==> src/rtl/note_scheduler.sv <==
// note_scheduler: chart playback controller for the note highway.
// Divides CLOCK_50 into eighth-note step ticks, walks a step counter through
// a synchronous chart ROM and presents each step's lane mask as a registered
// note with a one-cycle valid pulse. Supports start/stop/pause/loop control.
// Optional build macro COUNTIN_EN: start first plays COUNTIN_STEPS count-in
// ticks (no ROM reads) before chart step 0.
module note_scheduler #(
  parameter int TICK_DIV      = 13157895,
  parameter int STEP_W        = 9,
  parameter int SONG_LEN      = 304,
  parameter int COUNTIN_STEPS = 8
) (
  input  logic              CLOCK_50,
  input  logic              resetn,
  input  logic              start,
  input  logic              stop,
  input  logic              pause,
  input  logic              loop,
  output logic [STEP_W-1:0] rom_addr,
  input  logic [4:0]        rom_data,
  output logic [4:0]        notes,
  output logic              note_valid,
  output logic [STEP_W-1:0] step,
  output logic              tick,
  output logic [2:0]        state,
  output logic              song_done
);

  localparam int DIV_W = (TICK_DIV > 1) ? $clog2(TICK_DIV) : 1;
  localparam int CIN_W = (COUNTIN_STEPS > 1) ? $clog2(COUNTIN_STEPS + 1) : 1;
  localparam logic [DIV_W-1:0]  DIV_LAST  = DIV_W'(TICK_DIV - 1);
  localparam logic [STEP_W-1:0] STEP_LAST = STEP_W'(SONG_LEN - 1);
  localparam logic [CIN_W-1:0]  CIN_LAST  = CIN_W'(COUNTIN_STEPS - 1);

  typedef enum logic [2:0] {
    S_IDLE    = 3'd0,
    S_COUNTIN = 3'd1,
    S_PLAY    = 3'd2,
    S_PAUSE   = 3'd3,
    S_DONE    = 3'd4
  } state_t;

`ifdef COUNTIN_EN
  localparam state_t START_ST = S_COUNTIN;
`else
  localparam state_t START_ST = S_PLAY;
`endif

  state_t             st;
  state_t             resume_st;
  state_t             run_next;
  logic [DIV_W-1:0]   divider;
  logic [CIN_W-1:0]   cin_cnt;
  logic               rd_pending;
  logic               end_pending;
  logic               running;

  // The ROM is addressed directly by the step counter; tick is decoded from
  // the divider so it lines up with the cycle the ROM samples the address.
  assign running  = (st == S_PLAY) || (st == S_COUNTIN);
  assign tick     = running && (divider == DIV_LAST) && !end_pending;
  assign rom_addr = step;
  assign state    = st;

  // Where a running state would go this cycle if pause were not asserted;
  // also the state remembered when pause interrupts.
  always_comb begin
    run_next = st;
    if ((st == S_COUNTIN) && tick && (cin_cnt == CIN_LAST)) begin
      run_next = S_PLAY;
    end else if ((st == S_PLAY) && end_pending) begin
      run_next = S_DONE;
    end
  end

  // Playback FSM, divider, step counter and the two-cycle note read pipeline.
  always_ff @(posedge CLOCK_50 or negedge resetn) begin
    if (!resetn) begin
      st          <= S_IDLE;
      resume_st   <= S_PLAY;
      divider     <= '0;
      step        <= '0;
      cin_cnt     <= '0;
      notes       <= '0;
      note_valid  <= 1'b0;
      rd_pending  <= 1'b0;
      end_pending <= 1'b0;
      song_done   <= 1'b0;
    end else if (stop) begin
      // Abort: any read in flight is dropped without a valid pulse.
      st          <= S_IDLE;
      resume_st   <= S_PLAY;
      divider     <= '0;
      step        <= '0;
      cin_cnt     <= '0;
      notes       <= '0;
      note_valid  <= 1'b0;
      rd_pending  <= 1'b0;
      end_pending <= 1'b0;
      song_done   <= 1'b0;
    end else begin
      // A read issued on a tick completes the next cycle in any state,
      // including PAUSE, so rest steps (mask 0) still pulse note_valid.
      note_valid <= rd_pending;
      rd_pending <= 1'b0;
      if (rd_pending) begin
        notes <= rom_data;
      end

      case (st)
        S_IDLE, S_DONE: begin
          if (start) begin
            st          <= START_ST;
            divider     <= '0;
            step        <= '0;
            cin_cnt     <= '0;
            end_pending <= 1'b0;
            song_done   <= 1'b0;
          end
        end

        S_COUNTIN, S_PLAY: begin
          if (tick) begin
            divider <= '0;
            if (st == S_COUNTIN) begin
              cin_cnt <= (cin_cnt == CIN_LAST) ? '0 : cin_cnt + 1'b1;
            end else begin
              rd_pending <= 1'b1;
              if (step != STEP_LAST) begin
                step <= step + 1'b1;
              end else if (loop) begin
                step <= '0;
              end else begin
                // Hold the last step; finish once its read has landed.
                end_pending <= 1'b1;
              end
            end
          end else begin
            divider <= divider + 1'b1;
          end

          if (run_next == S_DONE) begin
            st        <= S_DONE;
            song_done <= 1'b1;
          end else if (pause) begin
            st        <= S_PAUSE;
            resume_st <= run_next;
          end else begin
            st <= run_next;
          end
        end

        S_PAUSE: begin
          // Divider, step and count-in counter hold; start is ignored here.
          if (!pause) begin
            st <= resume_st;
          end
        end

        default: begin
          st <= S_IDLE;
        end
      endcase
    end
  end

endmodule

==> config.mk <==
export PLATFORM = sky130hd
export DESIGN_NAME = note_scheduler
export DESIGN_NICKNAME = d
export VERILOG_FILES = /design/src/rtl/note_scheduler.sv
export SDC_FILE = /design/constraint.sdc
export NUM_CORES = 1
export LEC_CHECK = 0
export CAP_MARGIN = 0
export CORE_MARGIN = 2
export CORE_UTILIZATION = 55
export DETAILED_ROUTE_END_ITERATION = 10
export PLACE_DENSITY_LB_ADDON = 0.3
export SLEW_MARGIN = 20
export SYNTH_ARGS = -nofsm -noshare
export SYNTH_HDL_FRONTEND = slang
export SYNTH_SLANG_ARGS = --single-unit
==> constraint.sdc <==
create_clock -name CLOCK_50 -period 5.19 [get_ports CLOCK_50]
set_input_delay 1.038 -clock CLOCK_50 [delete_from_list [all_inputs] [get_ports CLOCK_50]]
set_output_delay 1.038 -clock CLOCK_50 [all_outputs]
set_load 0.05 [all_outputs]
# Word level (Yosys, flattened, before mapping)
# Cells that the tools add are included.
[totals]
reg_bits = 52
out_inout_bits = 29
wordCells = 98
[op_classes]
addsub = 3
n_eq_ne = 18
muxes = 46
reduce_logical = 21
[ops]
columns = ["operator", "count"]
rows = [
  ["24-bit two-way mux", 3],
  ["9-bit two-way mux", 6],
  ["24-bit one-hot mux with 2 select lines", 1],
  ["3-bit two-way mux", 11],
  ["24-bit by 1-bit adder with 24-bit output, second input constant", 1],
  ["24-bit == test, second input constant", 1],
  ["3-bit != test, second input constant", 8],
  ["4-bit two-way mux", 5],
  ["9-bit one-hot mux with 2 select lines", 1],
  ["1-bit two-way mux", 13],
  ["5-bit two-way mux", 2],
  ["9-bit by 1-bit adder with 9-bit output, second input constant", 1],
  ["9-bit != test, second input constant", 1],
  ["3-bit one-hot mux with 3 select lines", 1],
  ["4-bit one-hot mux with 2 select lines", 1],
  ["3-bit by 2-bit == test with 1-bit output, second input constant", 2],
  ["3-bit == test, second input constant", 2],
  ["3-bit AND reduction", 2],
  ["6-bit AND reduction", 1],
  ["2-bit nonzero test", 3],
  ["1-bit logical AND", 5],
  ["5-bit AND reduction", 1],
  ["4-bit by 1-bit adder with 4-bit output, second input constant", 1],
  ["4-bit by 3-bit == test with 1-bit output, second input constant", 1],
  ["11 further kinds", 14],
]

# Longest topological paths before layout
# Gate-level depths: netlist (run 1).
[depth]
word_depth = 11
depth_mapped = 8
mapped_depth_nobuf = 8

# Worst setup path after synthesis (run 1)
# OpenSTA, ideal clock, no wires.
[synth_path]
path_kind = "register to output"
start = "register st[2] (netlist: state[2])"
end = "output tick"
arrival_ns = 1.567
required_time_ns = 4.152
setup_slack_ns = 2.585
stages_incl_launch_ff = 6
n_path_buf = 1
path_cell_list = "dfrtp_1 > buf_6 > nor3b_1 > and4_4 > nand2_4 > inv_2"
[synth_via]
elab_chain_cells = 4
elab_cells_between_ends = 5
[synth_rtl]
columns = ["item", "line", "source"]
rows = [
  ["from (decl)", "49", "state_t st;"],
  ["from (signal assigned)", "149", "st <= run_next;"],
  ["from (signal assigned)", "156", "st <= resume_st;"],
  ["3-bit by 2-bit == test with 1-bit output / 3-bit by 1-bit == test with 1-bit output (equally long branches)", "60", "assign running = (st == S_PLAY) || (st == S_COUNTIN);"],
  ["1-bit logical OR (*)", "60", ""],
  ["1-bit logical AND (*) (2 in a row)", "61", "assign tick = running && (divider == DIV_LAST) && !end_pending;"],
  ["to (decl)", "24", "output logic tick,"],
]
# Every way passes the cells marked *; elsewhere a longest branch is shown, timed or not.

# Worst setup path in the final report (run 1)
# Ends and elaborated chain as after synthesis.

==> results of run 1 <==
-- how the worst max path moves through the flow --
stage | startpoint | endpoint | slack, ns
floorplan | state[2] | tick | 2.59
global placement | stop | cin_cnt[0] | 1.85
detailed placement | stop | cin_cnt[0] | 1.82
CTS | state[2] | tick | 1.55
global route | state[2] | tick | 1.48
finish | state[2] | tick | 1.53
-- cells in the mapped netlist (2+ instances only) --
master     count
a211oi_1       4
a21o_1         3
a21oi_1       16
a31oi_1       10
a41oi_1        2
and2_1         4
and3_1         8
and4_1         5
and4_4         2
buf_2          3
buf_4          9
buf_6          2
clkbuf_1       8
dfrtp_1       51
ha_1           4
inv_1          9
mux2i_1       13
nand2_1       19
nand2b_1       7
nand3_1        6
nand3b_1       3
nand4_1        6
nor2_1        29
nor3_1         7
nor3b_1        3
nor4_1         4
o2111ai_1      6
o211ai_1       6
o21a_1         4
o21ai_0        9
o22a_1         2
or2_2          2
or3_1          3
xor2_1        14
-- power by group --
group / internal, mW / switching, mW / total (mW)
logic: 0.0306 / 0.0648 / 0.0954
registers: 0.409 / 0.00841 / 0.417
clock network: 0.143 / 0.141 / 0.284
-- kinds of logic after synthesis --
group                    count (synthesis)  share of synthesized area, %
multiplexers                            13                          4.28
adder cells (fa/ha/maj)                  4                          1.65
flip-flops                              52                          42.9
AND/OR/NAND/NOR                        119                          22.4
AO/OA/AOI/OAI                           75                          18.5
XOR/XNOR                                15                          4.57
buffers and inverters                   32                          5.68
-- metrics by stage --
step	total power [mW]	setup WS [ns]	util [%]	hold slack, ns
2_1_floorplan	0.488	2.59	-	0.483
3_3_place_gp	0.519	1.85	62.8	0.479
3_5_place_dp	0.521	1.82	62.8	0.481
4_1_cts	0.801	1.55	64.8	0.505
5_1_grt	0.829	1.48	64.8	0.519
6_report	0.796	1.53	64.8	0.502
-- state kept, by name, summed over array words and instances, names as in the netlist --
register     count
rd_pending       1
song_done        1
state            3
cin_cnt          4
notes            5
note_valid       1
resume_st        3
divider         24
rom_addr         9
end_pending      1
-- area by class of cell --
cell class	instances	share of cell area (%)
Clock buffer	5	1.96
Sequential cell	52	37.2
Timing Repair Buffer	41	11.4
Inverter	10	1.07
Clock inverter	3	1.21
Tap cell	72	2.57
Multi-Input combinational cell	226	44.6
-- per-layer routing --
| metal | part of all wire [%] | wire [microns] |
|---|---|---|
| met1 | 47 | 2950 |
| met2 | 48 | 3030 |
| met3 | 4.0 | 255 |
| met4 | 1.5 | 97 |
| met5 | 0 | 0 |
==> flow_metrics.py, run 1 <==
metrics = {
    "flow_run": {
        "maxCapViolations": 0,
    },
    "timing": {
        "clock_skew_ns": 0.0121,
        "drv_slew": 0,
        "setup_viol": 0,
        "max_clock_freq_mhz": 273,
        "rsz0062_at_grt": "false",
        "worstMarginPinSlew_ns": 0.655,
        "relSlewSlack_pct": 56.4,
        "finalCriticalPeriod_ns": 3.66,
        "period_share_pct": 70.6,
        "timing.setup.tns_ns": 0,
        "finalHoldViolCount": 0,
    },
    "synthesis": {
        "synth.top_cell.area_share_pct": 42.0,
        "avgSynthCellArea_sq_um": 9.80,
        "ys_seq_area_share_pct": 42.9,
        "synth_top_cell_by_area": "dfrtp_1",
        "synth_warnings": 0,
        "synth_area_sq_um": 3040,
        "synth_ff_type": "dfrtp_1",
        "synth-async-reset-ratio_pct": 100,
        "synthCells": 310,
        "synth_seq_cells": 52,
        "synthTopCellsByArea": "dfrtp_1 42%, mux2i_1 4.3%, xor2_1 4.0%",
        "synth.net_count": 325,
        "ys_types": 61,
        "synth_edf_count": 0,
    },
    "global_route": {
        "antenna_found_initial": 0,
        "globalRouteOverflowTotal": 0,
        "gr-max-usage-layer": "met2",
        "use_met2_pct": 35.3,
        "use_met1_pct": 30.9,
        "grt_pass1_vias": 2331,
        "grt_max_degree": 53,
        "grt_usage_pct": 22.3,
        "grt_pass1_wl_microns": 11000,
        "use_met3_pct": 4.02,
    },
    "layout": {
        "n_fill_cell": 442,
        "seq_area_sq_um": 1300,
        "fin_area_sq_um": 3500,
        "most-common-layout-cells": "51 x dfrtp_1, 38 x clkdlybuf4s50_1, 29 x nor2_1",
        "area_delta_synth_final_pct": 15.4,
        "n_antenna_cell": 0,
        "fin_nets": 351,
        "final_common_cell": "dfrtp_1",
        "drive_gt1_share_pct": 9.20,
        "final_cells": 409,
        "multiInputGateArea_sq_um": 1560,
    },
    "cts": {
        "clock_latency_ns": 0.32,
        "root_buffer": "clkbuf_8",
        "cts_setup_buffers": 0,
        "cts.sinks": 52,
        "cts_buffers": 5,
        "clk_pin_slew_ns": 0.10,
        "cts_hold_buffers": 0,
        "clockBufferDepth": 2,
        "cts_resized": 0,
        "cts_tree": "done",
        "htreeDepth": 2,
    },
    "floorplanning": {
        "pin_count": 40,
        "die_w_microns": 78.3,
        "die_h_microns": 78.3,
        "design.die.area_sq_um": 6130,
        "core_area_sq_um": 5410,
        "start_util_pct": 56.2,
        "rows": 27,
    },
    "worst_hold_path": {
        "min_path_cells": 1,
        "hp-start": "song_done",
        "hp-class": "reg2reg",
        "min_to": "song_done",
    },
    "routing": {
        "drc": 0,
        "first_pass_iters": 4,
        "wl_per_cell_microns": 15.5,
        "vias_per_cell": 5.92,
        "totalWireLength_microns": 6330,
        "drtIter0Drc": 177,
        "ant_nets": 0,
        "vias": 2420,
    },
    "place": {
        "dp.cells": 401,
        "placed_area_sq_um": 3390,
        "port_buffers": 39,
        "hpwl_microns": 4410,
        "place_congestion": 0.858,
    },
    "setup_path": {
        "cp.depth": 5,
        "cp_slowest_cell": "clkdlybuf4s50_1",
        "start_kind": "flop",
        "path_cells": "nor3b_1, and4_4, nand2_4, inv_2, clkdlybuf4s50_1",
        "criticalPathCategory": "reg2out",
        "reg2reg_slack_ns": 2.85,
        "cp_max_fo": 18,
        "cpLargestDelayFamily": "buffers and inverters",
        "reg2reg_to": "cin_cnt[0]",
        "r2r_cells": 5,
        "worstPathArrival_ns": 2.63,
        "max_stage_delay_ns": 0.79,
        "crit_buf_inv": 2,
        "cp-end-kind": "primary output",
        "r2r_start": "state[2]",
        "required_ns": 4.15,
    },
    "pwr": {
        "power_density_nw_per_um2": 227,
        "power.leakage_nw": 1.45,
        "ir_drop_v": 0.000168,
    },
    "run_status": {
        "status": "complete, no violations",
    },
}
No activity file was read; power rests on OpenSTA's default activity.
==> inputs of run 2 (changes only) <==
--- a/config.mk
+++ b/config.mk
@@ -7,7 +7,7 @@
 export LEC_CHECK = 0
 export CAP_MARGIN = 0
 export CORE_MARGIN = 2
-export CORE_UTILIZATION = 55
+export CORE_UTILIZATION = 50
 export DETAILED_ROUTE_END_ITERATION = 10
 export PLACE_DENSITY_LB_ADDON = 0.3
 export SLEW_MARGIN = 20
==> constraint.sdc (replaced) <==
create_clock -name CLOCK_50 -period 3.03 [get_ports CLOCK_50]
set_input_delay 0.606 -clock CLOCK_50 [delete_from_list [all_inputs] [get_ports CLOCK_50]]
set_output_delay 0.606 -clock CLOCK_50 [all_outputs]
set_load 0.05 [all_outputs]
==> flow_metrics.py, run 2 (synthesis gave the netlist of run 1 again) <==
metrics = {
    "layout": {
        "drive_gt1_share_pct": 9.73,
        "final_cells": 414,
        "largest_reg_flops": 24,
        "area_delta_synth_final_pct": 15.8,
        "final_common_cell": "dfrtp_1",
        "n_antenna_cell": 0,
        "most-common-layout-cells": "51 x dfrtp_1, 37 x clkdlybuf4s50_1, 29 x nor2_1",
        "fin_nets": 353,
        "top_register": "divider",
    },
    "setup_path": {
        "reg2reg_slack_ns": 0.69,
        "startpoint": "state[0]",
        "cp_max_fo": 13,
        "r2r_cells": 5,
        "worstPathArrival_ns": 1.99,
        "cp_slowest_cell": "dfrtp_1",
        "max_stage_delay_ns": 0.70,
        "r2r_start": "state[0]",
        "cpLargestDelayFamily": "flip-flops",
        "cp.depth": 5,
        "reg2reg_to": "rom_addr[8]",
        "criticalPathCategory": "reg2out",
        "required_ns": 2.42,
        "endpoint": "tick",
        "start_kind": "flop",
        "crit_buf_inv": 2,
        "cp-end-kind": "primary output",
        "path_cells": "xor2_2, and4_4, nand2_4, inv_2, buf_4",
    },
    "timing": {
        "max_clock_freq_mhz": 385,
        "drv_slew": 0,
        "finalCriticalPeriod_ns": 2.60,
        "setup_slack_ns": 0.430,
        "worstMarginPinSlew_ns": 0.652,
        "setup_viol": 0,
        "rsz0062_at_grt": "false",
        "period_share_pct": 85.8,
        "clock_skew_ns": 0.0169,
        "relSlewSlack_pct": 56.5,
        "finalHoldViolCount": 0,
        "timing.setup.tns_ns": 0,
    },
    "global_route": {
        "antenna_found_initial": 0,
        "grt_pass1_wl_microns": 10900,
        "grt_usage_pct": 20.9,
        "globalRouteOverflowTotal": 0,
        "grt_pass1_vias": 2285,
        "grt_max_degree": 53,
    },
    "routing": {
        "drc": 0,
        "drtIter0Drc": 138,
        "totalWireLength_microns": 6440,
        "vias_per_cell": 5.83,
        "vias": 2415,
        "wl_per_cell_microns": 15.5,
        "first_pass_iters": 4,
        "ant_nets": 0,
    },
    "floorplanning": {
        "start_util_pct": 51.6,
        "die_h_microns": 81.9,
        "core_area_sq_um": 5890,
        "die_w_microns": 81.9,
        "pin_count": 40,
        "rows": 28,
        "design.die.area_sq_um": 6710,
    },
    "cts": {
        "clk_pin_slew_ns": 0.11,
        "cts_resized": 0,
        "htreeDepth": 2,
        "cts_buffers": 5,
        "clockBufferDepth": 2,
        "cts.sinks": 52,
        "root_buffer": "clkbuf_8",
        "clock_latency_ns": 0.32,
        "cts_tree": "done",
        "cts_setup_buffers": 0,
        "cts_hold_buffers": 0,
    },
    "pwr": {
        "power.leakage_nw": 1.46,
        "clkPwrFrac_pct": 35.6,
        "seq_power_share_pct": 52.1,
        "finalPower_mw": 1.37,
        "swShare_pct": 26.8,
        "internal-power_mw": 1.00,
        "p_comb_share_pct": 12.3,
        "net-switching-power_mw": 0.367,
        "ir_drop_v": 0.000236,
        "power_density_nw_per_um2": 389,
    },
    "place": {
        "place_congestion": 0.769,
        "dp.cells": 406,
        "place_ws_ns": 0.428,
        "port_buffers": 39,
        "hpwl_microns": 4450,
    },
    "flow_run": {
        "maxCapViolations": 0,
    },
    "worst_hold_path": {
        "hp-class": "in2async",
    },
    "run_status": {
        "status": "complete, no violations",
    },
}
[run 2: cell count changes in the layout (fill, tap and decap cells not counted), sizes merged]
| cell | change |
|---|---|
| clkdlybuf4s50 | -1 |
| buf | +3 |
| clkbuf | +1 |
| clkinvlp | -1 |
[run 2: how the worst min path moves through the flow]
stage	endpoint	slack [ns]
floorplan	cin_cnt[0]	0.31
global placement	song_done	0.47
detailed placement	song_done	0.49
CTS	rom_addr[7]	0.42
global route	rom_addr[7]	0.47
finish	rom_addr[7]	0.39
[run 2: power by group through the flow]
| stage | sequential [mW] | combinational (mW) | clock, mW |
|---|---|---|---|
| final | 0.713 | 0.168 | 0.487 |
| after CTS | 0.713 | 0.169 | 0.492 |
| after global placement | 0.727 | 0.166 | 0 |
| after detailed placement | 0.727 | 0.168 | 0 |
| after global routing | 0.715 | 0.187 | 0.522 |
| after floorplan | 0.728 | 0.108 | 0 |
[run 2: final cells by class]
type / count / area [sq um]
clock buffers: 6 / 72.6
multi-input cells: 226 / 1560
fillers: 527 / 2370
flip-flops and latches: 52 / 1300
clock inverters: 2 / 35.0
inverters: 10 / 37.5
well taps: 75 / 93.8
repair buffers: 43 / 413
[run 2: metrics by stage]
step	hold WS [ns]	utilization, %	area (sq um)
2_1_floorplan	0.310	-	3040
3_3_place_gp	0.475	57.9	3410
3_5_place_dp	0.494	57.9	3410
4_1_cts	0.425	59.8	3520
5_1_grt	0.473	59.8	3520
6_report	0.389	59.8	3520
[run 2: worst reg2reg max path: stages, from the launching register on]
cell and delay, ns:
dfrtp_1 0.70, xor2_2 0.31, o211ai_2 0.21, a2111oi_4 0.61, a41oi_1 0.20, a31oi_1 0.23
[run 2: per-layer routing]
layer / vias up / GRT usage [%] / wire, microns
met5: - / 0 / 0
met4: 0 / 5.00 / 51
met3: 5 / 3.30 / 192
met2: 36 / 32.8 / 3100
met1: 1186 / 30.5 / 3090
li1: 1188 / - / -
==> inputs of run 3 (changes only) <==
==> constraint.sdc (replaced) <==
create_clock -name CLOCK_50 -period 2.2 [get_ports CLOCK_50]
set_input_delay 0.44 -clock CLOCK_50 [delete_from_list [all_inputs] [get_ports CLOCK_50]]
set_output_delay 0.44 -clock CLOCK_50 [all_outputs]
set_load 0.05 [all_outputs]
==> flow_metrics.py, run 3 (synthesis gave the netlist of run 1 again) <==
metrics = {
    "run_status": {
        "status": "complete, no violations",
    },
    "pwr": {
        "ir_drop_v": 0.000324,
        "power.leakage_nw": 1.58,
        "finalPower_mw": 1.85,
        "power_density_nw_per_um2": 483,
    },
    "routing": {
        "drc": 0,
        "totalWireLength_microns": 7010,
        "ant_nets": 0,
        "wl_per_cell_microns": 15.9,
        "vias": 2560,
        "vias_per_cell": 5.80,
        "drtIter0Drc": 205,
        "first_pass_iters": 4,
    },
    "setup_path": {
        "start_kind": "flop",
        "worstPathArrival_ns": 1.71,
        "cp_max_fo": 5,
        "criticalPathCategory": "reg2out",
        "cp-end-kind": "primary output",
        "required_ns": 1.76,
    },
    "layout": {
        "top_register": "divider",
        "largest_reg_flops": 24,
        "final_util_pct": 64.9,
        "drive_gt1_share_pct": 19.9,
        "most-common-layout-cells": "45 x dfrtp_1, 34 x clkdlybuf4s50_1, 33 x buf_4",
        "area_delta_synth_final_pct": 25.8,
        "final_common_cell": "dfrtp_1",
        "n_fill_cell": 478,
        "n_antenna_cell": 0,
        "fin_nets": 380,
    },
    "timing": {
        "finalCriticalPeriod_ns": 2.15,
        "setup_slack_ns": 0.0507,
        "max_clock_freq_mhz": 465,
        "relSlewSlack_pct": 51.1,
        "setup_viol": 0,
        "finalHoldViolCount": 0,
        "clock_skew_ns": 0.0161,
        "timing.setup.tns_ns": 0,
        "hold_ws_ns": 0.173,
        "drv_slew": 0,
        "period_share_pct": 97.7,
        "worstMarginPinSlew_ns": 0.734,
    },
    "cts": {
        "clk_pin_slew_ns": 0.10,
        "cts_buffers": 5,
        "htreeDepth": 2,
        "clock_latency_ns": 0.31,
        "cts_tree": "done",
        "cts.sinks": 52,
        "root_buffer": "clkbuf_8",
        "clockBufferDepth": 2,
    },
    "flow_run": {
        "maxCapViolations": 0,
    },
    "floorplanning": {
        "rows": 28,
        "start_util_pct": 51.6,
        "design.die.area_sq_um": 6710,
        "die_w_microns": 81.9,
        "core_area_sq_um": 5890,
        "die_h_microns": 81.9,
        "pin_count": 40,
    },
    "global_route": {
        "grt_pass1_vias": 2363,
        "grt_max_degree": 34,
        "antenna_found_initial": 0,
        "grt_usage_pct": 21.0,
        "globalRouteOverflowTotal": 0,
        "grt_pass1_wl_microns": 10900,
    },
    "place": {
        "port_buffers": 39,
        "place_ws_ns": -0.0263,
        "hpwl_microns": 4870,
        "place_congestion": 0.844,
    },
    "worst_hold_path": {
        "hp-class": "in2async",
    },
}
-- run 3: cell types whose count changed in the layout (fill, tap and decap cells not counted), sizes merged --
| cell | previous run | this run |
|---|---|---|
| clkdlybuf4s50 | 37 | 34 |
| clkbuf | 6 | 7 |
| clkinv | 1 | 0 |
| buf | 6 | 36 |
| clkinvlp | 0 | 1 |
| bufinv | 1 | 0 |
-- run 3: final timing paths --
check	from	endpoint	slack [ns]	cells after the start
max	divider[11]	tick	0.05	5
min	resetn	rom_addr[5]	0.17	1
max reg2reg	divider[11]	cin_cnt[3]	0.20	7
min reg2reg	song_done	song_done	0.51	1
max in group asynchronous	resetn	divider[4]	1.35	2
min in group CLOCK_50	song_done	song_done	0.51	1
-- run 3: critical path, stage by stage (launching register included) --
cell and delay [ns]:
dfrtp_2 0.46, nor4b_4 0.33, and4_4 0.34, nand2_8 0.08, inv_6 0.07, buf_12 0.12
-- run 3: power breakdown --
group          switching, mW  internal [mW]  total (mW)
combinational          0.174          0.114       0.288
sequential            0.0151          0.964       0.979
clock                  0.322          0.256       0.578
-- run 3: timing repair --
action,4_1_cts,5_1_grt
setup buffers,1,9
hold buffers,0,0
pin swaps,2,3
gates resized for setup,9,10
endpoints found under the hold margin,0,0
endpoints found under the setup margin,1,1
-- run 3: cell type report --
type	instances	area, sq um	share of cell area (%)
Multi-Input combinational cell	226	1650	43.1
Sequential cell	52	1310	34.3
Timing Repair Buffer	70	633	16.6
Tap cell	75	93.8	2.46
Clock buffer	7	86.3	2.26
Inverter	10	42.5	1.11
Clock inverter	1	7.51	0.196
-- run 3: routing by layer --
| layer | wire length, microns | track usage (%) | part of all wire, % |
|---|---|---|---|
| met5 | 0 | 0 | 0 |
| met4 | 92 | 5.50 | 1.3 |
| met3 | 278 | 4.40 | 4.0 |
| met2 | 3510 | 34.7 | 50 |
| met1 | 3130 | 28.1 | 45 |
-- run 3: metrics by stage --
stage | instances | area, sq um
final | 441 | 3820
after global routing | 441 | 3820
after CTS | 432 | 3700
after detailed placement | 423 | 3550
after global placement | 423 | 3550
after floorplan | 310 | 3040
